## src/rtl/risc32_data_ram_arbiter.sv

```systemverilog
// risc32_data_ram_arbiter: two-master arbiter in front of the data RAM.
// Optional round-robin arbitration under RISC32_DRAM_ARB_RR_EN.
module risc32_data_ram_arbiter #(
  parameter int ADDR_W    = 32,
  parameter int MEM_WORDS = 128
) (
  input  logic              clk,
  input  logic              rst,
  input  logic              m0_req_i,
  input  logic              m0_we_i,
  input  logic [ADDR_W-1:0] m0_addr_i,
  input  logic [3:0]        m0_sel_i,
  input  logic [31:0]       m0_wdata_i,
  output logic              m0_ack_o,
  output logic              m0_err_o,
  output logic [31:0]       m0_rdata_o,
  input  logic              m1_req_i,
  input  logic              m1_we_i,
  input  logic [ADDR_W-1:0] m1_addr_i,
  input  logic [3:0]        m1_sel_i,
  input  logic [31:0]       m1_wdata_i,
  output logic              m1_ack_o,
  output logic              m1_err_o,
  output logic [31:0]       m1_rdata_o,
  output logic              ram_ce_o,
  output logic              ram_we_o,
  output logic [ADDR_W-1:0] ram_addr_o,
  output logic [3:0]        ram_sel_o,
  output logic [31:0]       ram_data_o,
  input  logic [31:0]       ram_data_i,
  output logic              busy_o,
  output logic              grant_o
);

  localparam logic [1:0] S_IDLE   = 2'd0;
  localparam logic [1:0] S_ACCESS = 2'd1;
  localparam logic [1:0] S_RESP   = 2'd2;

  localparam logic [ADDR_W-2:0] WORDS = (ADDR_W-1)'(MEM_WORDS);

  logic [1:0]        state_q, state_d;
  logic              we_q;
  logic [ADDR_W-1:0] addr_q;
  logic [3:0]        sel_q;
  logic [31:0]       wdata_q;
  logic              grant_q;
  logic              err_q;
  logic [31:0]       rdata0_q;
  logic [31:0]       rdata1_q;

  logic              any_req;
  logic              win;
  logic [ADDR_W-2:0] widx;
  logic              oor;
  logic              in_acc;
  logic              ack_live;
  logic [31:0]       cap;

  // Pick the winner among the current requesters.
  always_comb begin
    any_req = m0_req_i | m1_req_i;
    win     = ~m0_req_i;
`ifdef RISC32_DRAM_ARB_RR_EN
    if (m0_req_i && m1_req_i) win = ~grant_q;
`endif
  end

  assign widx     = {1'b0, addr_q[ADDR_W-1:2]};
  assign oor      = (widx >= WORDS);
  assign in_acc   = (state_q == S_ACCESS);
  assign ack_live = (state_q == S_RESP) && !rst;
  assign cap      = (we_q || oor) ? 32'h0 : ram_data_i;

  // Sequence IDLE -> ACCESS -> RESP -> IDLE.
  always_comb begin
    state_d = state_q;
    unique case (state_q)
      S_IDLE:   if (any_req) state_d = S_ACCESS;
      S_ACCESS: state_d = S_RESP;
      S_RESP:   state_d = S_IDLE;
      default:  state_d = S_IDLE;
    endcase
  end

  // State, latched command and per-master response registers.
  always_ff @(posedge clk) begin
    if (rst) begin
      state_q  <= S_IDLE;
      we_q     <= 1'b0;
      addr_q   <= '0;
      sel_q    <= 4'h0;
      wdata_q  <= 32'h0;
      grant_q  <= 1'b1;
      err_q    <= 1'b0;
      rdata0_q <= 32'h0;
      rdata1_q <= 32'h0;
    end else begin
      state_q <= state_d;
      if (state_q == S_IDLE && any_req) begin
        grant_q <= win;
        we_q    <= win ? m1_we_i    : m0_we_i;
        addr_q  <= win ? m1_addr_i  : m0_addr_i;
        sel_q   <= win ? m1_sel_i   : m0_sel_i;
        wdata_q <= win ? m1_wdata_i : m0_wdata_i;
      end
      if (in_acc) begin
        err_q <= oor;
        if (grant_q) rdata1_q <= cap;
        else         rdata0_q <= cap;
      end
    end
  end

  assign ram_ce_o   = in_acc & ~oor;
  assign ram_we_o   = in_acc & ~oor & we_q;
  assign ram_addr_o = in_acc ? addr_q  : '0;
  assign ram_sel_o  = in_acc ? sel_q   : 4'h0;
  assign ram_data_o = in_acc ? wdata_q : 32'h0;

  assign m0_ack_o   = ack_live & ~grant_q;
  assign m1_ack_o   = ack_live &  grant_q;
  assign m0_err_o   = m0_ack_o & err_q;
  assign m1_err_o   = m1_ack_o & err_q;
  assign m0_rdata_o = rdata0_q;
  assign m1_rdata_o = rdata1_q;

  assign busy_o  = (state_q != S_IDLE);
  assign grant_o = grant_q;

endmodule

```

## config.mk

```make
export PLATFORM = sky130hd
export DESIGN_NAME = risc32_data_ram_arbiter
export DESIGN_NICKNAME = d
export VERILOG_FILES = /design/src/rtl/risc32_data_ram_arbiter.sv
export SDC_FILE = /design/constraint.sdc
export NUM_CORES = 1
export LEC_CHECK = 0
export CAP_MARGIN = 20
export CORE_MARGIN = 10
export CORE_UTILIZATION = 37
export DETAILED_ROUTE_END_ITERATION = 12
export GPL_TIMING_DRIVEN = 0
export PLACE_DENSITY = 0.77
export SLEW_MARGIN = 20
export SYNTH_ARGS = -nofsm -noshare
export SYNTH_HDL_FRONTEND = slang
export SYNTH_SLANG_ARGS = --single-unit
```

## constraint.sdc

```tcl
create_clock -name clk -period 1.8 [get_ports clk]
set_clock_uncertainty 0.2 [all_clocks]
set_input_delay 0.27 -clock clk [delete_from_list [all_inputs] [get_ports clk]]
set_output_delay 0.27 -clock clk [all_outputs]
set_load 0.03 [all_outputs]
```

==> parameters.txt <==
Parameter                              Value

Outcome
  Outcome    finished, violations left
  Violations in the final reports    setup timing

Setup path
  Critical Path AT    1.90 ns
  Required arrival time at the worst endpoint    1.33 ns
  Worst-path cell with the longest stage delay    or4_4
  Setup Crit Path Kind    reg2out
  Maximum net fanout on the critical path    3
  Capturing element type of the critical path    output port
  Category of the worst setup path launch point    register
  Delay of the slowest critical-path stage    0.54 ns
  Critical-path cell list    or4_4 > nor2_4 > and3_4 > and2_4 > buf_6

Placement
  PortBufs    312
  Post-DP HPWL    20300 um
  Final weighted congestion in routability-driven placement    0.818

Global routing
  Antenna violations before repair    1
  Overall track demand over capacity in global routing    0.212
  Congestion Overflow GR    0
  First-pass GRT wire length    39800 um
  Vias in the first global route    7002
  Maximum number of pins on one net before global-route repair    17

Layout
  Area growth syn-to-layout    79.9%
  Share of post-route cells with drive strength above 1    0.253
  # nets final    approximately 1300
  Multi-input logic area    between 3000 and 4000 um2
  Number of fill cells    between 1000 and 1500
  Reg area    about 2800 um2
  Diodes inserted    0

Synthesis
  Mapped Nets    917
  Number of synthesized register bits    137
  Top cell types by occurrence after synthesis    dfxtp_1 (137), nor2_1 (73), and2_1 (72), a211oi_1 (69), mux2i_1 (69)
  Library cell with the largest summed area after synthesis    dfxtp_1
  Most common flop cell mapped by yosys    dfxtp_1
  YS warnings    0
  Count of cell types in the netlist    28
  Yosys top cell area share    0.420
  Ranking of synthesized cells by area    dfxtp_1 (42%), mux2i_1 (11%), a211oi_1 (7.9%), and2_1 (6.9%), nand4_1 (6.1%)
  Post-synthesis instance total    between 700 and 800
  Mean post-synth cell area    8.80 um2
  Post-synthesis instance area    ~6500 um2
  Number of flops mapped to enable cells by yosys    0
  Most frequent cell after synthesis    dfxtp_1
  Fraction of registers with async set/reset    0
  Sequential element share of the synthesized area    0.420

Timing
  Worst rel slew slack    0.481
  Period utilisation layout    1.32
  Setup WS post-layout    -0.574 ns
  Time the worst path needs with I/O delays and setup    2.37 ns
  Slew at the pin closest to its max-slew limit    0.779 ns
  Final setup viols    138
  Fmax    421 MHz
  Setup TNS    -34.44 ns
  Number of hold-slack violations in the final timing report    0
  Setup repair after global routing missed its margin    true
  Slew Limit Fails    0

Power and ir drop
  Internal power    6940 uW
  Static Leakage    0.00586 uW
  Sequential cell fraction of total power    0.353
  Fraction of power spent switching nets    0.270
  Worst vdd ir    0.674 mV
  Combinational Power Share    0.249
  Net load switching power    approximately 2600 uW
  Clock share of power    0.398
  Final Total Pwr    9500 uW
  Power Density    808 nW/um2

Drt
  Count of routing violations after the opening detailed-route iteration    248
  Routed wire length    ~27000 um
  Number of search-and-repair iterations in the first detailed-routing pass    6
  Number of nets with antenna violations after routing    0
  Number of remaining DRC errors    0
  Mean number of vias per cell    about 5.1
  Wire per inst    around 20 um
  Overall via count from detail_route    6839

Clock network
  Clock sinks    137
  Cts hold-fix bufs    0
  # H-tree levels    4
  Number of buffers on the longest clock path    2
  Worst-path clk slew    0.06 ns
  TritonCTS clock tree    done
  CTS buffer count    17
  CTS Root Cell    clkbuf_16
  Clock insertion delay at the later pin of the skew report    0.42 ns

Min path
  Min-delay worst type    reg2reg

Floorplan
  Die boundary height    153 um
  Total number of placement rows    48
  Die Width    153 um
  Core region area    17300 um2
  Effective utilization at floorplan    0.378
  Die area    23400 um2
  # IOs    between 300 and 400

Job
  Maximum Capacitance Violations    0
[path summary, 6_finish.rpt]
kind                       start              to  slack, ns  cells past startpoint
setup / recovery      addr_q[16]        ram_we_o      -0.57                      5
hold / removal    m0_rdata_o[11]  m0_rdata_o[11]       0.25                      2
setup reg to reg      addr_q[16]   m0_rdata_o[5]      -0.31                      7
hold reg to reg   m0_rdata_o[11]  m0_rdata_o[11]       0.25                      2
[repair_timing]
action	in CTS	in global routing
gates resized for setup	608	163
endpoints found under the hold margin	0	0
setup buffers	17	12
gates cloned	9	2
setup endpoints to repair	274	262
pin swaps	61	37
[layout by cell type (no fill, tap or decap), drive strengths merged, types with 2 or more instances in the layout]
cell           count
a211oi            69
a21oi             66
and2              72
and2b             32
and3               2
buf              136
bufbuf             4
bufinv             4
clkbuf            63
clkdlybuf4s50    172
clkinvlp           4
dfxtp            137
dlymetal6s2s      64
inv                2
mux2i             69
nand2             65
nand2b             2
nand4             64
nor2              74
nor2b              3
nor3               2
nor4               3
or4                2
[metal layers]
layer / global-route usage / up-vias / wire (um)
met1: 0.211 / 3168 / 9880
met4: 0.0658 / 2 / 417
met5: 0 / - / 13
li1: - / 3340 / -
met3: 0.0887 / 36 / 2440
met2: 0.392 / 293 / 14400
[flip-flops by register name, indices dropped and copies added, names as in the netlist]
name and cells:
m0_rdata_o 32, wdata_q 32, grant_o 1, m1_rdata_o 32
addr_q 32, sel_q 4, err_q 1, we_q 1
state_q 2
[through the flow]
stage | setup WS [ns] | std cells | utilization | area (um2) | hold WS (ns)
floorplan | -0.116 | 743 | - | 6560 | 0.270
global placement | -1.07 | 1280 | 0.576 | 9960 | 0.239
detailed placement | -1.06 | 1280 | 0.576 | 9960 | 0.243
CTS | -0.580 | 1336 | 0.654 | 11300 | 0.251
global route | -0.624 | 1342 | 0.680 | 11800 | 0.271
finish | -0.574 | 1342 | 0.680 | 11800 | 0.250
[final cells by class]
cell class              instances  share of cell area
flip-flops and latches        137               0.234
inverters                       1            0.000319
repair buffers                347               0.333
plain buffers                  73              0.0526
clock inverters                10              0.0143
multi-input cells             529               0.302
clock buffers                  20              0.0397
well taps                     225              0.0239
[cells by family (layout without fill, tap and decap cells)]
logic type,Yosys count,count (layout),synth area share
AND/OR/NAND/NOR,324,324,0.266
flip-flops,137,137,0.420
AO/OA/AOI/OAI,136,136,0.131
buffers and inverters,77,451,0.0775
multiplexers,69,69,0.106
[power by group through the flow]
stage,combinational (uW),sequential [uW],clock (uW)
final,2360,3360,3780
after global routing,2500,3380,3940
after CTS,2240,3340,3790
after detailed placement,1870,3390,0
after global placement,1850,3390,0
after floorplan,1060,3360,0
[critical path, delay by kind of cell, from the launching register on]
family	cells	cell delay [ns]
AND/OR/NAND/NOR	4	1.03
flip-flops	1	0.32
buffers and inverters	1	0.13
No activity file was read; power rests on OpenSTA's default activity.
